`src/rtl/rf_pkg.sv`:
```
// Shared widths, x0 index and FSM state encoding for the register-file
// operand-fetch block.
package rf_pkg;

  localparam int XLEN = 32;
  localparam int AW   = 5;

  localparam logic [AW-1:0] X0_IDX = '0;

  typedef enum logic [1:0] {
    IDLE,
    FETCH,
    VALID
  } state_e;

endpackage

```
`src/rtl/rf_bypass_mux.sv`:
```
// Per-operand select: x0 always reads as zero, otherwise the registered
// write data wins over RF read data on an index match.
module rf_bypass_mux
  import rf_pkg::*;
(
  input  logic [AW-1:0]   idx,
  input  logic [XLEN-1:0] rf_data,
  input  logic            byp_we,
  input  logic [AW-1:0]   byp_idx,
  input  logic [XLEN-1:0] byp_data,
  output logic [XLEN-1:0] op
);

  always_comb begin
    op = rf_data;
    if (idx == X0_IDX) begin
      op = '0;
    end else if (byp_we && (byp_idx == idx)) begin
      op = byp_data;
    end
  end

endmodule

```
`src/rtl/rf_operand_fetch.sv`:
```
// Register-file read initiator with write-port driver and completion check.
// Optional macro RF_BYPASS_EN: forward accept-cycle writes instead of stalling.
module rf_operand_fetch
  import rf_pkg::*;
(
  input  logic            clk,
  input  logic            rst,
  input  logic            in_valid,
  output logic            in_ready,
  input  logic [AW-1:0]   in_rs1,
  input  logic [AW-1:0]   in_rs2,
  input  logic [AW-1:0]   in_rd,
  input  logic            in_rd_we,
  output logic [AW-1:0]   rf_read_reg1,
  output logic [AW-1:0]   rf_read_reg2,
  input  logic [XLEN-1:0] rf_read_data1,
  input  logic [XLEN-1:0] rf_read_data2,
  input  logic            wb_valid,
  input  logic [AW-1:0]   wb_rd,
  input  logic [XLEN-1:0] wb_data,
  output logic            rf_write_enable,
  output logic [AW-1:0]   rf_write_reg,
  output logic [XLEN-1:0] rf_write_data,
  input  logic            rf_write_done,
  output logic            out_valid,
  input  logic            out_ready,
  output logic [XLEN-1:0] out_op1,
  output logic [XLEN-1:0] out_op2,
  output logic [AW-1:0]   out_rd,
  output logic            out_rd_we,
  output logic            err_wb
);

  state_e          state_q, state_d;
  logic [AW-1:0]   rs1_q, rs2_q;
  logic [AW-1:0]   out_rd_q;
  logic            out_rd_we_q;
  logic [XLEN-1:0] op1_q, op2_q;
  logic [XLEN-1:0] op1_d, op2_d;
  logic            pending_q, err_wb_q;
  logic            take_new, hazard, accept;
  logic            byp_we;
  logic [AW-1:0]   byp_idx;
  logic [XLEN-1:0] byp_data;

  assign rf_write_enable = wb_valid && (wb_rd != X0_IDX);
  assign rf_write_reg    = wb_rd;
  assign rf_write_data   = wb_data;

`ifdef RF_BYPASS_EN
  logic            byp_we_q;
  logic [AW-1:0]   byp_idx_q;
  logic [XLEN-1:0] byp_data_q;

  assign hazard   = 1'b0;
  assign byp_we   = byp_we_q;
  assign byp_idx  = byp_idx_q;
  assign byp_data = byp_data_q;

  // Snapshot the write issued alongside the accept; the RF misses it.
  always_ff @(posedge clk or posedge rst) begin
    if (rst) begin
      byp_we_q   <= 1'b0;
      byp_idx_q  <= '0;
      byp_data_q <= '0;
    end else if (accept) begin
      byp_we_q   <= rf_write_enable;
      byp_idx_q  <= rf_write_reg;
      byp_data_q <= rf_write_data;
    end
  end
`else
  assign hazard   = rf_write_enable &&
                    (((in_rs1 != X0_IDX) && (in_rs1 == wb_rd)) ||
                     ((in_rs2 != X0_IDX) && (in_rs2 == wb_rd)));
  assign byp_we   = 1'b0;
  assign byp_idx  = '0;
  assign byp_data = '0;
`endif

  // NOTE: every always_comb output gets a default first so no latch is inferred.
  always_comb begin
    state_d      = state_q;
    take_new     = (state_q == IDLE) || ((state_q == VALID) && out_ready);
    in_ready     = take_new && !hazard;
    accept       = in_valid && in_ready;
    rf_read_reg1 = take_new ? in_rs1 : rs1_q;
    rf_read_reg2 = take_new ? in_rs2 : rs2_q;
    unique case (state_q)
      IDLE:    if (accept) state_d = FETCH;
      FETCH:   state_d = VALID;
      VALID:   if (out_ready) state_d = accept ? FETCH : IDLE;
      default: state_d = IDLE;
    endcase
  end

  rf_bypass_mux u_mux1 (
    .idx      (rs1_q),
    .rf_data  (rf_read_data1),
    .byp_we   (byp_we),
    .byp_idx  (byp_idx),
    .byp_data (byp_data),
    .op       (op1_d)
  );

  rf_bypass_mux u_mux2 (
    .idx      (rs2_q),
    .rf_data  (rf_read_data2),
    .byp_we   (byp_we),
    .byp_idx  (byp_idx),
    .byp_data (byp_data),
    .op       (op2_d)
  );

  // NOTE: state uses non-blocking assignments with an asynchronous reset so
  // every flop updates from pre-edge values.
  always_ff @(posedge clk or posedge rst) begin
    if (rst) begin
      state_q     <= IDLE;
      rs1_q       <= '0;
      rs2_q       <= '0;
      out_rd_q    <= '0;
      out_rd_we_q <= 1'b0;
      op1_q       <= '0;
      op2_q       <= '0;
      pending_q   <= 1'b0;
      err_wb_q    <= 1'b0;
    end else begin
      state_q   <= state_d;
      pending_q <= rf_write_enable;
      if (pending_q != rf_write_done) err_wb_q <= 1'b1;
      if (accept) begin
        rs1_q       <= in_rs1;
        rs2_q       <= in_rs2;
        out_rd_q    <= in_rd;
        out_rd_we_q <= in_rd_we;
      end
      if (state_q == FETCH) begin
        op1_q <= op1_d;
        op2_q <= op2_d;
      end
    end
  end

  assign out_valid = (state_q == VALID);
  assign out_op1   = op1_q;
  assign out_op2   = op2_q;
  assign out_rd    = out_rd_q;
  assign out_rd_we = out_rd_we_q;
  assign err_wb    = err_wb_q;

endmodule

```
`config.mk`:
```
export PLATFORM = sky130hd
export DESIGN_NAME = rf_operand_fetch
export DESIGN_NICKNAME = d
export VERILOG_FILES = /design/src/rtl/rf_pkg.sv /design/src/rtl/rf_bypass_mux.sv /design/src/rtl/rf_operand_fetch.sv
export SDC_FILE = /design/constraint.sdc
export NUM_CORES = 1
export LEC_CHECK = 0
export ABC_AREA = 1
export ABC_CLOCK_PERIOD_IN_PS = 2600
export CORE_UTILIZATION = 39
export DETAILED_ROUTE_END_ITERATION = 12
export HOLD_SLACK_MARGIN = 0.12
export PLACE_DENSITY = 0.79
export REMOVE_ABC_BUFFERS = 1
export SLEW_MARGIN = 0
export SYNTH_ARGS = -nofsm -noshare
export SYNTH_HDL_FRONTEND = slang
export SYNTH_HIERARCHICAL = 1
export SYNTH_SLANG_ARGS = --single-unit
```
`constraint.sdc`:
```
create_clock -name clk -period 2.6 [get_ports clk]
set_input_delay 0.39 -clock clk [delete_from_list [all_inputs] [get_ports clk]]
set_output_delay 0.39 -clock clk [all_outputs]
set_load 0.01 [all_outputs]
```
Word level (Yosys, flattened, before mapping)
Index checks and enable logic that the tools add are counted.
{"block": "totals", "register_bits": 84, "latchBits": 0, "ramBits": 0, "rom_bits": 0, "in_bits": 123, "out_inout_bits": 121, "wordCells": 41, "mem_count": 0}
{"block": "classes", "n_addsub": 0, "mul": 0, "div": 0, "order_cmp": 0, "n_eq_ne": 7, "n_shift": 0, "mux": 8, "n_bitwise": 0, "reduce_logical": 17}
{"operator": "32-bit two-way mux", "n": 2}
{"operator": "5-bit nonzero test", "n": 3}
{"operator": "5-bit == test", "n": 2}
{"operator": "5-bit logical NOT", "n": 2}
{"operator": "5-bit two-way mux", "n": 2}
{"operator": "1-bit logical AND", "n": 7}
{"operator": "2-bit one-hot mux with 3 select lines", "n": 1}
{"operator": "2-bit two-way mux", "n": 2}
{"operator": "2-bit by 1-bit == test with 1-bit output (second input constant)", "n": 1}
{"operator": "2-bit == test (second input constant)", "n": 1}
{"operator": "2-bit logical NOT", "n": 1}
{"operator": "1-bit logical OR", "n": 2}
{"operator": "2-bit by 1-bit inequality test with 1-bit output (second input constant)", "n": 1}
{"operator": "2-bit inequality test (second input constant)", "n": 1}
{"operator": "2-bit AND reduction", "n": 1}
{"operator": "1-bit logical NOT", "n": 1}
{"operator": "1-bit two-way mux", "n": 1}
{"operator": "1-bit inequality test", "n": 1}

Longest topological paths before layout
Gate-level depths: netlist of run 1.
{"block": "logic_depth", "depth_word": 10, "mapped_depth": 11, "mapped_depth_nobuf": 10}

Hierarchy
Netlist of run 1, hierarchy kept.
{"mod": "rf_operand_fetch", "instances": 1, "cells_each": 347, "area_per_inst_um2": 3828.7, "seq_area_each_um2": 2102.0}
{"mod": "rf_bypass_mux", "instances": 2, "cells_each": 199, "area_per_inst_um2": 818.3, "seq_area_each_um2": 0.0}

Least setup slack after synthesis of run 1
Ideal clock, no wire load.
{"block": "synth_path", "path_kind": "input to output", "from": "input wb_rd[3]", "to": "output in_ready", "t_arrival_ns": 1.218, "required_time_ns": 2.210, "slack_ns": 0.992, "stages": 8, "path_buffers": 1, "cell_sequence": "inv_1 nand4_1 o21ai_1 inv_1 nand2_4 buf_2 nand2_1 inv_1"}
{"block": "synth_between", "elab_cells_between_ends": 10, "classes_between": "2 x eq/ne; 8 x reduce/logical"}
{"item": "start, declared", "line": "rf_operand_fetch.sv:19", "text": "input logic [AW-1:0] wb_rd,"}
{"item": "5-bit nonzero test", "line": "rf_operand_fetch.sv:46", "text": "assign rf_write_enable = wb_valid && (wb_rd != X0_IDX);"}
{"item": "1-bit logical AND", "line": "rf_operand_fetch.sv:46"}
{"item": "net rf_write_enable", "line": "rf_operand_fetch.sv:21", "text": "output logic rf_write_enable,"}
{"item": "1-bit logical AND", "line": "rf_operand_fetch.sv:73", "text": "assign hazard = rf_write_enable &&"}
{"item": "1-bit logical NOT", "line": "rf_operand_fetch.sv:85", "text": "in_ready = take_new && !hazard;"}
{"item": "1-bit logical AND", "line": "rf_operand_fetch.sv:85"}
{"item": "end, declared", "line": "rf_operand_fetch.sv:9", "text": "output logic in_ready,"}
The timed path passes the listed nets, and every way through them passes these cells.

Worst setup path after layout of run 1
{"block": "layout_path", "from": "input out_ready", "to": "output rf_read_reg2[1]"}
{"block": "layout_between", "elab_chain_cells": 3}
{"item": "start, declared", "line": "rf_operand_fetch.sv:26", "text": "input logic out_ready,"}
{"item": "1-bit logical AND", "line": "rf_operand_fetch.sv:84", "text": "take_new = (state_q == IDLE) || ((state_q == VALID) && out_ready);"}
{"item": "1-bit logical OR", "line": "rf_operand_fetch.sv:84"}
{"item": "5-bit two-way mux", "line": "rf_operand_fetch.sv:88", "text": "rf_read_reg2 = take_new ? in_rs2 : rs2_q;"}
{"item": "end, declared", "line": "rf_operand_fetch.sv:15", "text": "output logic [AW-1:0] rf_read_reg2,"}
No other way between the ends.

==> flow_summary.json, run 1 <==
{
  "clock_sinks": 84,
  "setup_violations": 0,
  "drtAntennaViolNets": 0,
  "track_usage_pct": 19.7,
  "slowest_stage": "clkdlybuf4s50_1",
  "ys_ff_latch": 84,
  "p_int_mw": 4.36,
  "multi_input_area_um2": 2810,
  "rsz0062_at_grt": "no",
  "antenna_found_initial": 0,
  "clockPowerShare_pct": 19.5,
  "cp-end-kind": "output pin",
  "top_usage_layer": "met2",
  "via_count": 4983,
  "drive_gt1_share_pct": 12.6,
  "period_share_pct": 96.4,
  "start_kind": "input pin",
  "area_growth_pct": 40.7,
  "synth_area_um2": 5470,
  "critical_path_arrival_ns": 2.12,
  "wl_per_cell_um": 12.5,
  "synth_top_area_share_pct": 38.5,
  "crit_type": "in -> out",
  "pin_count": 244,
  "drt_pass1_iterations": 5,
  "power.total_mw": 6.48,
  "slowest_delay_ns": 0.58,
  "io_buffer_count": 179,
  "cap_violations": 0,
  "grtUsageMet1_pct": 25.6,
  "p_leak_nw": 4.32,
  "post-route-drc-count": 0,
  "synth-async-reset-ratio_pct": 100,
  "slew_headroom_pct": 50.9,
  "fin_nets": 1079,
  "place_congestion": 0.870,
  "use_met3_pct": 8.87,
  "seq_area_frac_synth_pct": 38.5,
  "fin_crit_ns": 2.51,
  "cts_tree": "done",
  "clk_latency_ns": 0.34,
  "rows": 42,
  "start_util_pct": 40.6,
  "netlist_instances": 745,
  "grt_pass1_wl_um": 22400,
  "peakVddDrop_mv": 0.416,
  "drt-total-wl_um": 14200,
  "hpwl_um": 9940,
  "met2_usage_pct": 28.7,
  "yosysTopAreaCell": "dfrtp_1",
  "avgSynthCellArea_um2": 7.34,
  "totalNegativeSetupSlack_ns": 0,
  "power_density_nw_per_um2": 842,
  "cts-hold-fix-buffers": 0,
  "dominantRegCellSynth": "dfrtp_1",
  "cts_buffer_depth": 2,
  "cts-buffers-inserted": 9,
  "drt_first_iter_violations": 247,
  "grt_max_degree": 85,
  "status": "finished clean",
  "p_sw_share_pct": 32.6,
  "htree_num_levels": 3,
  "crit_chain": "clkdlybuf4s50_1 -> inv_1 -> a21oi_2 -> inv_2 -> o21ai_0 -> clkdlybuf4s50_1",
  "regArea_um2": 2100,
  "slew_violations": 0,
  "root_buffer": "clkbuf_16",
  "required_ns": 2.21,
  "design_area_um2": 7690,
  "final.setup_skew_ns": 0.00743,
  "cp_max_fo": 18,
  "power_frac_comb_pct": 46.4,
  "grt_pass1_vias": 4475,
  "coreArea_um2": 13500,
  "grt_overflow": 0,
  "die_x_um": 120,
  "synth_cell_types": 22,
  "tightest_slew_ns": 0.736,
  "dpl_cell_area_um2": 7400,
  "nFillCells": 1216,
  "antenna_cells": 0,
  "vias_per_cell": 4.39,
  "ys_warn_count": 6,
  "path_common_cell": "clkdlybuf4s50_1",
  "synthTopCellsByArea": "dfrtp_1 (38%), nand2_1 (15%), mux2_2 (13%)",
  "max_freq_mhz": 399,
  "synth_edf_count": 0,
  "die_area_um2": 14500,
  "fp.dieH_um": 120,
  "seq_power_share_pct": 34.1,
  "final-hold-violation-count": 0,
  "p_sw_mw": 2.11,
  "clkSlewWorstSetupHoldPaths_ns": 0.06,
  "worst_hold_path_type": "in -> async"
}
-- power groups by stage --
stage / logic [mW] / registers (mW) / clock network [mW]
floorplan: 1.16 / 2.45 / 0
global placement: 2.98 / 2.20 / 0
detailed placement: 3.02 / 2.23 / 0
CTS: 3.03 / 2.22 / 1.30
global route: 3.26 / 2.28 / 1.35
finish: 3.01 / 2.21 / 1.26
-- cells by family after synthesis --
kind of cell,share of synthesized area [%]
compound gates,1.17
buf+inv,15.9
flops,38.5
mux,13.2
other cells,0.0686
simple gates,31.2
-- sequential cells by signal, summed over array words and instances, names as in the netlist --
name       flops
err_wb         1
state_q        2
out_op2       32
out_rd         5
pending_q      1
out_op1       32
out_rd_we      1
rs2_q          5
rs1_q          5
-- stage by stage --
step	worst slack, ns	util, %	hold slack, ns	std cells
6_report	0.0947	57.2	0.444	1136
5_1_grt	0.00129	57.2	0.483	1136
4_1_cts	0.0736	57.1	0.452	1136
3_5_place_dp	0.0922	55.0	0.441	1121
3_3_place_gp	0.0882	55.0	0.433	1121
2_1_floorplan	0.0449	-	0.425	759
-- layout make-up --
class                           instances  share of cell area [%]
Timing Repair Buffer                  186                    24.6
Sequential cell                        84                    27.3
Multi-Input combinational cell        573                    36.5
Tap cell                              176                    2.86
Clock inverter                          5                   0.700
Inverter                              102                    5.00
Clock buffer                           10                    2.98
-- what timing repair did --
item	in CTS	in global routing
resized for setup	0	8
setup endpoints to repair	0	3
buffers inserted	0	0
-- Yosys cell counts (2+ instances only) --
cell type / instances
buf_2: 13
nand4_1: 17
nand3_1: 4
nand2_2: 17
inv_1: 98
nor2_2: 6
clkbuf_1: 7
mux2_2: 64
buf_6: 7
nand2_1: 222
nand3_4: 3
nor3_1: 2
nor2_1: 141
inv_2: 4
buf_4: 42
dfrtp_1: 84
o21ai_0: 9
-- cell usage in the layout (no fill, tap or decap) --
cell               n
nand2_1          221
clkdlybuf4s50_1  175
nor2_1           141
inv_1             95
dfrtp_1           84
conb_1            84
mux2_2            64
nand2_2           18
nand4_1           17
clkbuf_16          9
o21ai_0            7
inv_2              6
nor2_2             6
nand3_1            4
clkinv_2           4
dlymetal6s2s_1     4
buf_4              4
o21ai_1            3
nand3_4            3
buf_12             3
nor3_1             2
nand2_4            1
a21oi_2            1
a21oi_1            1
clkinv_4           1
bufinv_16          1
clkbuf_1           1
-- critical path: cells and delay by family --
family,cells,cell delay (ns)
AO/OA/AOI/OAI,2,0.46
buffers and inverters,4,1.25
-- worst paths after layout --
check / start / end / slack (ns) / cells past startpoint
min in group clk: pending_q$_DFF_PP0_ / err_wb$_DFFE_PP0P_ / 0.46 / 1
max in group asynchronous: rst / rs2_q[2]$_DFFE_PP0P_ / 1.77 / 3
worst max-delay path: out_ready / rf_read_reg2[1] / 0.09 / 6
worst max register to register: rs1_q[3]$_DFFE_PP0P_ / out_op1[14]$_DFFE_PP0N_ / 1.06 / 6
worst min-delay path: rst / out_op1[26]$_DFFE_PP0N_ / 0.44 / 3
worst min register to register: pending_q$_DFF_PP0_ / err_wb$_DFFE_PP0P_ / 0.46 / 1
-- per-layer routing --
layer	wire, um	up-vias
li1	-	2549
met1	6170	2204
met2	6200	211
met3	1600	17
met4	182	2
met5	38	-
Power figures use the tool's default switching activity.
==> inputs of run 2 (changes only) <==
--- a/config.mk
+++ b/config.mk
@@ -12,6 +12,7 @@
 export HOLD_SLACK_MARGIN = 0.12
 export PLACE_DENSITY = 0.79
 export REMOVE_ABC_BUFFERS = 1
+export SETUP_SLACK_MARGIN = 0.1
 export SLEW_MARGIN = 0
 export SYNTH_ARGS = -nofsm -noshare
 export SYNTH_HDL_FRONTEND = slang
==> run 2 against run 1 <==
Compared with the run above:
- combinational power about the same
- register-to-register slack barely moved
- clock skew about the same
- largest power group unchanged
- die area is the same
- worst setup slack gained 0.056 ns
- clock power hardly changed
- first-iteration DRC count unchanged
- critical path type unchanged
- fmax grew 2.3%
==> flow_summary.json, run 2 (synthesized netlist as in run 1, its figures left out) <==
{
  "status": "finished clean",
  "period_share_pct": 94.2,
  "vias_per_cell": 4.38,
  "place_ws_ns": 0.0922,
  "final_cell_mix": "nand2_1 (221), clkdlybuf4s50_1 (175), nor2_1 (141)",
  "drt-total-wl_um": 14200,
  "slew_violations": 0,
  "cts_buffer_depth": 2,
  "whs_ns": 0.444,
  "io_buffer_count": 179,
  "slowest_delay_ns": 0.58,
  "final-hold-violation-count": 0,
  "power_density_nw_per_um2": 842,
  "place_congestion": 0.870,
  "grt_max_degree": 85,
  "crit_type": "in -> out",
  "wl_per_cell_um": 12.5,
  "fp.dieH_um": 120,
  "fin_crit_ns": 2.45,
  "cp-end-kind": "output pin",
  "peakVddDrop_mv": 0.416,
  "path_common_cell": "nand2_1",
  "start_kind": "input pin",
  "crit_chain": "clkdlybuf4s50_1 -> inv_1 -> nand2_1 -> nand2_1 -> nor2_1 -> nand3_1 -> nand2_2 -> nand2_4 -> nand2_1 -> inv_1 -> clkdlybuf4s50_1",
  "max_freq_mhz": 408,
  "multi_input_area_um2": 2820,
  "rrSetupSlack_ns": 1.06,
  "area_growth_pct": 40.9,
  "setup_ws_ns": 0.151,
  "cp_max_fo": 4,
  "rsz0062_at_grt": "yes",
  "grt_pass1_vias": 4475,
  "cts_tree": "done",
  "slowest_stage": "clkdlybuf4s50_1",
  "antenna_cells": 0,
  "die_area_um2": 14500,
  "rows": 42,
  "p_leak_nw": 4.33,
  "grt_pass1_wl_um": 22400,
  "cts_setup_buffers": 0,
  "pin_count": 244,
  "final.setup_skew_ns": 0.00755,
  "antenna_found_initial": 0,
  "final_common_cell": "nand2_1",
  "tightest_slew_ns": 0.737,
  "clk_latency_ns": 0.34,
  "post-route-drc-count": 0,
  "cts-buffers-inserted": 9,
  "cts-hold-fix-buffers": 0,
  "drt_pass1_iterations": 5,
  "cap_violations": 0,
  "root_buffer": "clkbuf_16",
  "regArea_um2": 2100,
  "drive_gt1_share_pct": 12.6,
  "critical_path_arrival_ns": 2.06,
  "clock_sinks": 84,
  "start_util_pct": 40.6,
  "clkSlewWorstSetupHoldPaths_ns": 0.06,
  "r2r-start": "rs2_q[3]$_DFFE_PP0P_",
  "htree_num_levels": 3,
  "coreArea_um2": 13500,
  "drt_first_iter_violations": 247,
  "grt_overflow": 0,
  "nFillCells": 1212,
  "totalNegativeSetupSlack_ns": 0,
  "r2r_end": "out_op2[1]$_DFFE_PP0N_",
  "setup_violations": 0,
  "ff2ff_path_depth": 6,
  "track_usage_pct": 19.7,
  "drtAntennaViolNets": 0,
  "design_area_um2": 7700,
  "worst_hold_path_type": "in -> async",
  "via_count": 4979,
  "slew_headroom_pct": 50.9,
  "required_ns": 2.21,
  "fin_nets": 1079,
  "hpwl_um": 9940,
  "die_x_um": 120,
  "dpl_cell_area_um2": 7400
}
[run 2: cell counts in the layout (fill, tap and decap cells not counted)]
No cell type changed its count.
[run 2: layout make-up]
class	count	area share [%]
clock buffer	10	2.97
clock inverter	5	0.699
inverter	102	5.02
multi-input combinational	573	36.6
sequential	84	27.3
tap	176	2.86
timing repair buffer	186	24.6
[run 2: critical path, delay by kind of cell]
kind,cells,cell delay [ns]
and+or+nand+nor,7,0.49
buffers and inverters,4,1.18
[run 2: timing repair]
item | CTS | global route
endpoints found under the setup margin | 5 | 9
gates cloned | 0 | 0
gates resized for setup | 5 | 8
[run 2: metrics by stage]
| step | std cells | total power [mW] | utilization, % |
|---|---|---|---|
| final | 1136 | 6.49 | 57.2 |
| after global routing | 1136 | 6.91 | 57.2 |
| after global placement | 1121 | 5.18 | 55.0 |
| after floorplan | 759 | 3.60 | - |
| after CTS | 1136 | 6.55 | 57.1 |
| after detailed placement | 1121 | 5.25 | 55.0 |
[run 2: how the worst max path moves through the flow]
stage	from	endpoint	slack (ns)	cells past startpoint
2_1_floorplan	rst	err_wb$_DFFE_PP0P_	0.04	1
3_3_place_gp	out_ready	rf_read_reg2[2]	0.09	6
3_5_place_dp	out_ready	rf_read_reg1[1]	0.09	6
4_1_cts	out_ready	rf_read_reg2[1]	0.10	6
5_1_grt	in_rs2[2]	in_ready	0.07	11
6_report	in_rs1[2]	in_ready	0.15	11
[run 2: power breakdown]
group / leakage [nW] / switching [mW] / internal, mW
sequential: 1.01 / 0.325 / 1.89
combinational: 3.17 / 1.27 / 1.75
clock: 0.142 / 0.524 / 0.736
total: 4.33 / 2.12 / 4.37
[run 2: per-layer routing]
metal	share of wire, %	routed length, um	GRT usage [%]
met5	0.27	38	2.21
met4	1.1	163	6.87
met3	11	1600	8.87
met2	44	6210	28.7
met1	43	6170	25.6
==> inputs of run 3 (changes only) <==
--- a/config.mk
+++ b/config.mk
@@ -8,9 +8,11 @@
 export ABC_AREA = 1
 export ABC_CLOCK_PERIOD_IN_PS = 2600
 export CORE_UTILIZATION = 39
+export CTS_CLUSTER_DIAMETER = 30
 export DETAILED_ROUTE_END_ITERATION = 12
 export HOLD_SLACK_MARGIN = 0.12
 export PLACE_DENSITY = 0.79
+export RECOVER_POWER = 50
 export REMOVE_ABC_BUFFERS = 1
 export SETUP_SLACK_MARGIN = 0.1
 export SLEW_MARGIN = 0
==> run 3 against run 2 <==
Compared with the run above:
- worst setup slack got worse by 0.0020 ns
- non-clock buffer count unchanged
- critical endpoint unchanged
- final area shrank 0.42%
- highest routed layer unchanged
- worst hold slack better by 0.014 ns
- sequential share of layout area is 0.12 points higher
- first-iteration DRC count is 7.7% higher
- clock skew is essentially flat
- fmax about the same
- register-to-register slack lost 0.51 ns
- global-route usage unchanged
- clock power about the same
==> flow_summary.json, run 3 (synthesized netlist as in run 1, its figures left out) <==
{
  "grt_max_degree": 85,
  "rrSetupSlack_ns": 0.55,
  "final_core_util_pct": 57.0,
  "totalNegativeSetupSlack_ns": 0,
  "cts_buffer_depth": 2,
  "drt_first_iter_violations": 266,
  "drt_pass1_iterations": 4,
  "power_density_nw_per_um2": 843,
  "p_sw_mw": 2.11,
  "wl_met2_um": 6260,
  "drtAntennaViolNets": 0,
  "coreArea_um2": 13500,
  "crit_type": "in -> out",
  "period_share_pct": 94.3,
  "clkSlewWorstSetupHoldPaths_ns": 0.06,
  "antenna_found_initial": 0,
  "power_frac_comb_pct": 46.3,
  "whs_endpoint": "err_wb$_DFFE_PP0P_",
  "worst_hold_path_type": "reg -> reg",
  "cts_setup_buffers": 0,
  "wl_met3_um": 1490,
  "rsz0062_at_grt": "yes",
  "p_leak_nw": 4.31,
  "rows": 42,
  "root_buffer": "clkbuf_16",
  "wl_met1_um": 6180,
  "cp_max_fo": 4,
  "final_cell_mix": "nand2_1 (222), clkdlybuf4s50_1 (168), nor2_1 (141)",
  "htree_num_levels": 3,
  "max_freq_mhz": 408,
  "post-route-drc-count": 0,
  "antenna_cells": 0,
  "cap_violations": 0,
  "slew_headroom_pct": 20.5,
  "setup_violations": 0,
  "io_buffer_count": 179,
  "r2r-start": "state_q[1]$_DFFE_PP0P_",
  "track_usage_pct": 19.7,
  "start_kind": "input pin",
  "tightest_slew_ns": 1.19,
  "cts-hold-fix-buffers": 0,
  "cts_tree": "done",
  "highest_layer": "met5",
  "start_util_pct": 40.6,
  "die_area_um2": 14500,
  "fin_nets": 1079,
  "p_sw_share_pct": 32.7,
  "cts_resized": 5,
  "whs_ns": 0.459,
  "clk_latency_ns": 0.34,
  "hpwl_um": 9940,
  "status": "finished clean",
  "wl_per_cell_um": 12.5,
  "final.setup_skew_ns": 0.00747,
  "drt-total-wl_um": 14100,
  "grt_pass1_wl_um": 22400,
  "clockPowerShare_pct": 19.5,
  "grt_overflow": 0,
  "seq_power_share_pct": 34.2,
  "required_ns": 2.21,
  "drive_gt1_share_pct": 12.5,
  "die_x_um": 120,
  "clock_sinks": 84,
  "min_from": "pending_q$_DFF_PP0_",
  "power.total_mw": 6.47,
  "vias_per_cell": 4.35,
  "whs_path_depth": 1,
  "fin_crit_ns": 2.45,
  "p_int_mw": 4.35,
  "area_growth_pct": 40.3,
  "ff2ff_path_depth": 4,
  "grt_pass1_vias": 4475,
  "peakVddDrop_mv": 0.418,
  "r2r_end": "out_op1[5]$_DFFE_PP0N_",
  "fp.dieH_um": 120,
  "final-hold-violation-count": 0,
  "pin_count": 244,
  "final_common_cell": "nand2_1",
  "cp-end-kind": "output pin",
  "critical_path_arrival_ns": 2.06,
  "slew_violations": 0,
  "cts-buffers-inserted": 9,
  "via_count": 4947,
  "place_congestion": 0.870
}
## run 3: worst max path at each step
stage / from / endpoint / slack, ns
after floorplan: rst / err_wb$_DFFE_PP0P_ / 0.04
after detailed placement: out_ready / rf_read_reg1[1] / 0.09
after global routing: wb_rd[4] / in_ready / 0.05
final: in_rs1[2] / in_ready / 0.15
after CTS: out_ready / rf_read_reg2[1] / 0.10
after global placement: out_ready / rf_read_reg2[2] / 0.09
## run 3: layout make-up
type	count	area, um2
clock inverter	5	53.8
fill	1215	5790
tap	176	220
sequential	84	2100
clock buffer	10	229
inverter	102	387
multi-input combinational	573	2810
timing repair buffer	186	1860
## run 3: power by group through the flow
stage                     clock network, mW  registers, mW  logic (mW)
after floorplan                           0           2.45        1.16
after global placement                    0           2.20        2.98
after detailed placement                  0           2.23        3.02
after CTS                              1.30           2.22        3.03
after global routing                   1.35           2.28        3.25
final                                  1.26           2.21        3.00
## run 3: metrics by stage
stage | std cells | area, um2 | setup slack, ns
final | 1136 | 7670 | 0.149
after global routing | 1136 | 7670 | 0.0479
after CTS | 1136 | 7680 | 0.100
after detailed placement | 1121 | 7400 | 0.0922
after global placement | 1121 | 7400 | 0.0882
after floorplan | 759 | 5290 | 0.0449
## run 3: routing by layer
metal | GRT usage (%) | up-vias
li1 | - | 2551
met1 | 25.6 | 2185
met2 | 28.7 | 191
met3 | 8.87 | 18
met4 | 6.87 | 2
met5 | 2.21 | -
## run 3: critical path, stage by stage
cell and delay, ns:
clkdlybuf4s50_1 0.58, inv_1 0.09, nand2_1 0.07, nand2_1 0.05, nor2_1 0.10, nand3_1 0.09
nand2_2 0.09, nand2_4 0.04, nand2_1 0.05, inv_1 0.04, clkdlybuf4s50_1 0.47
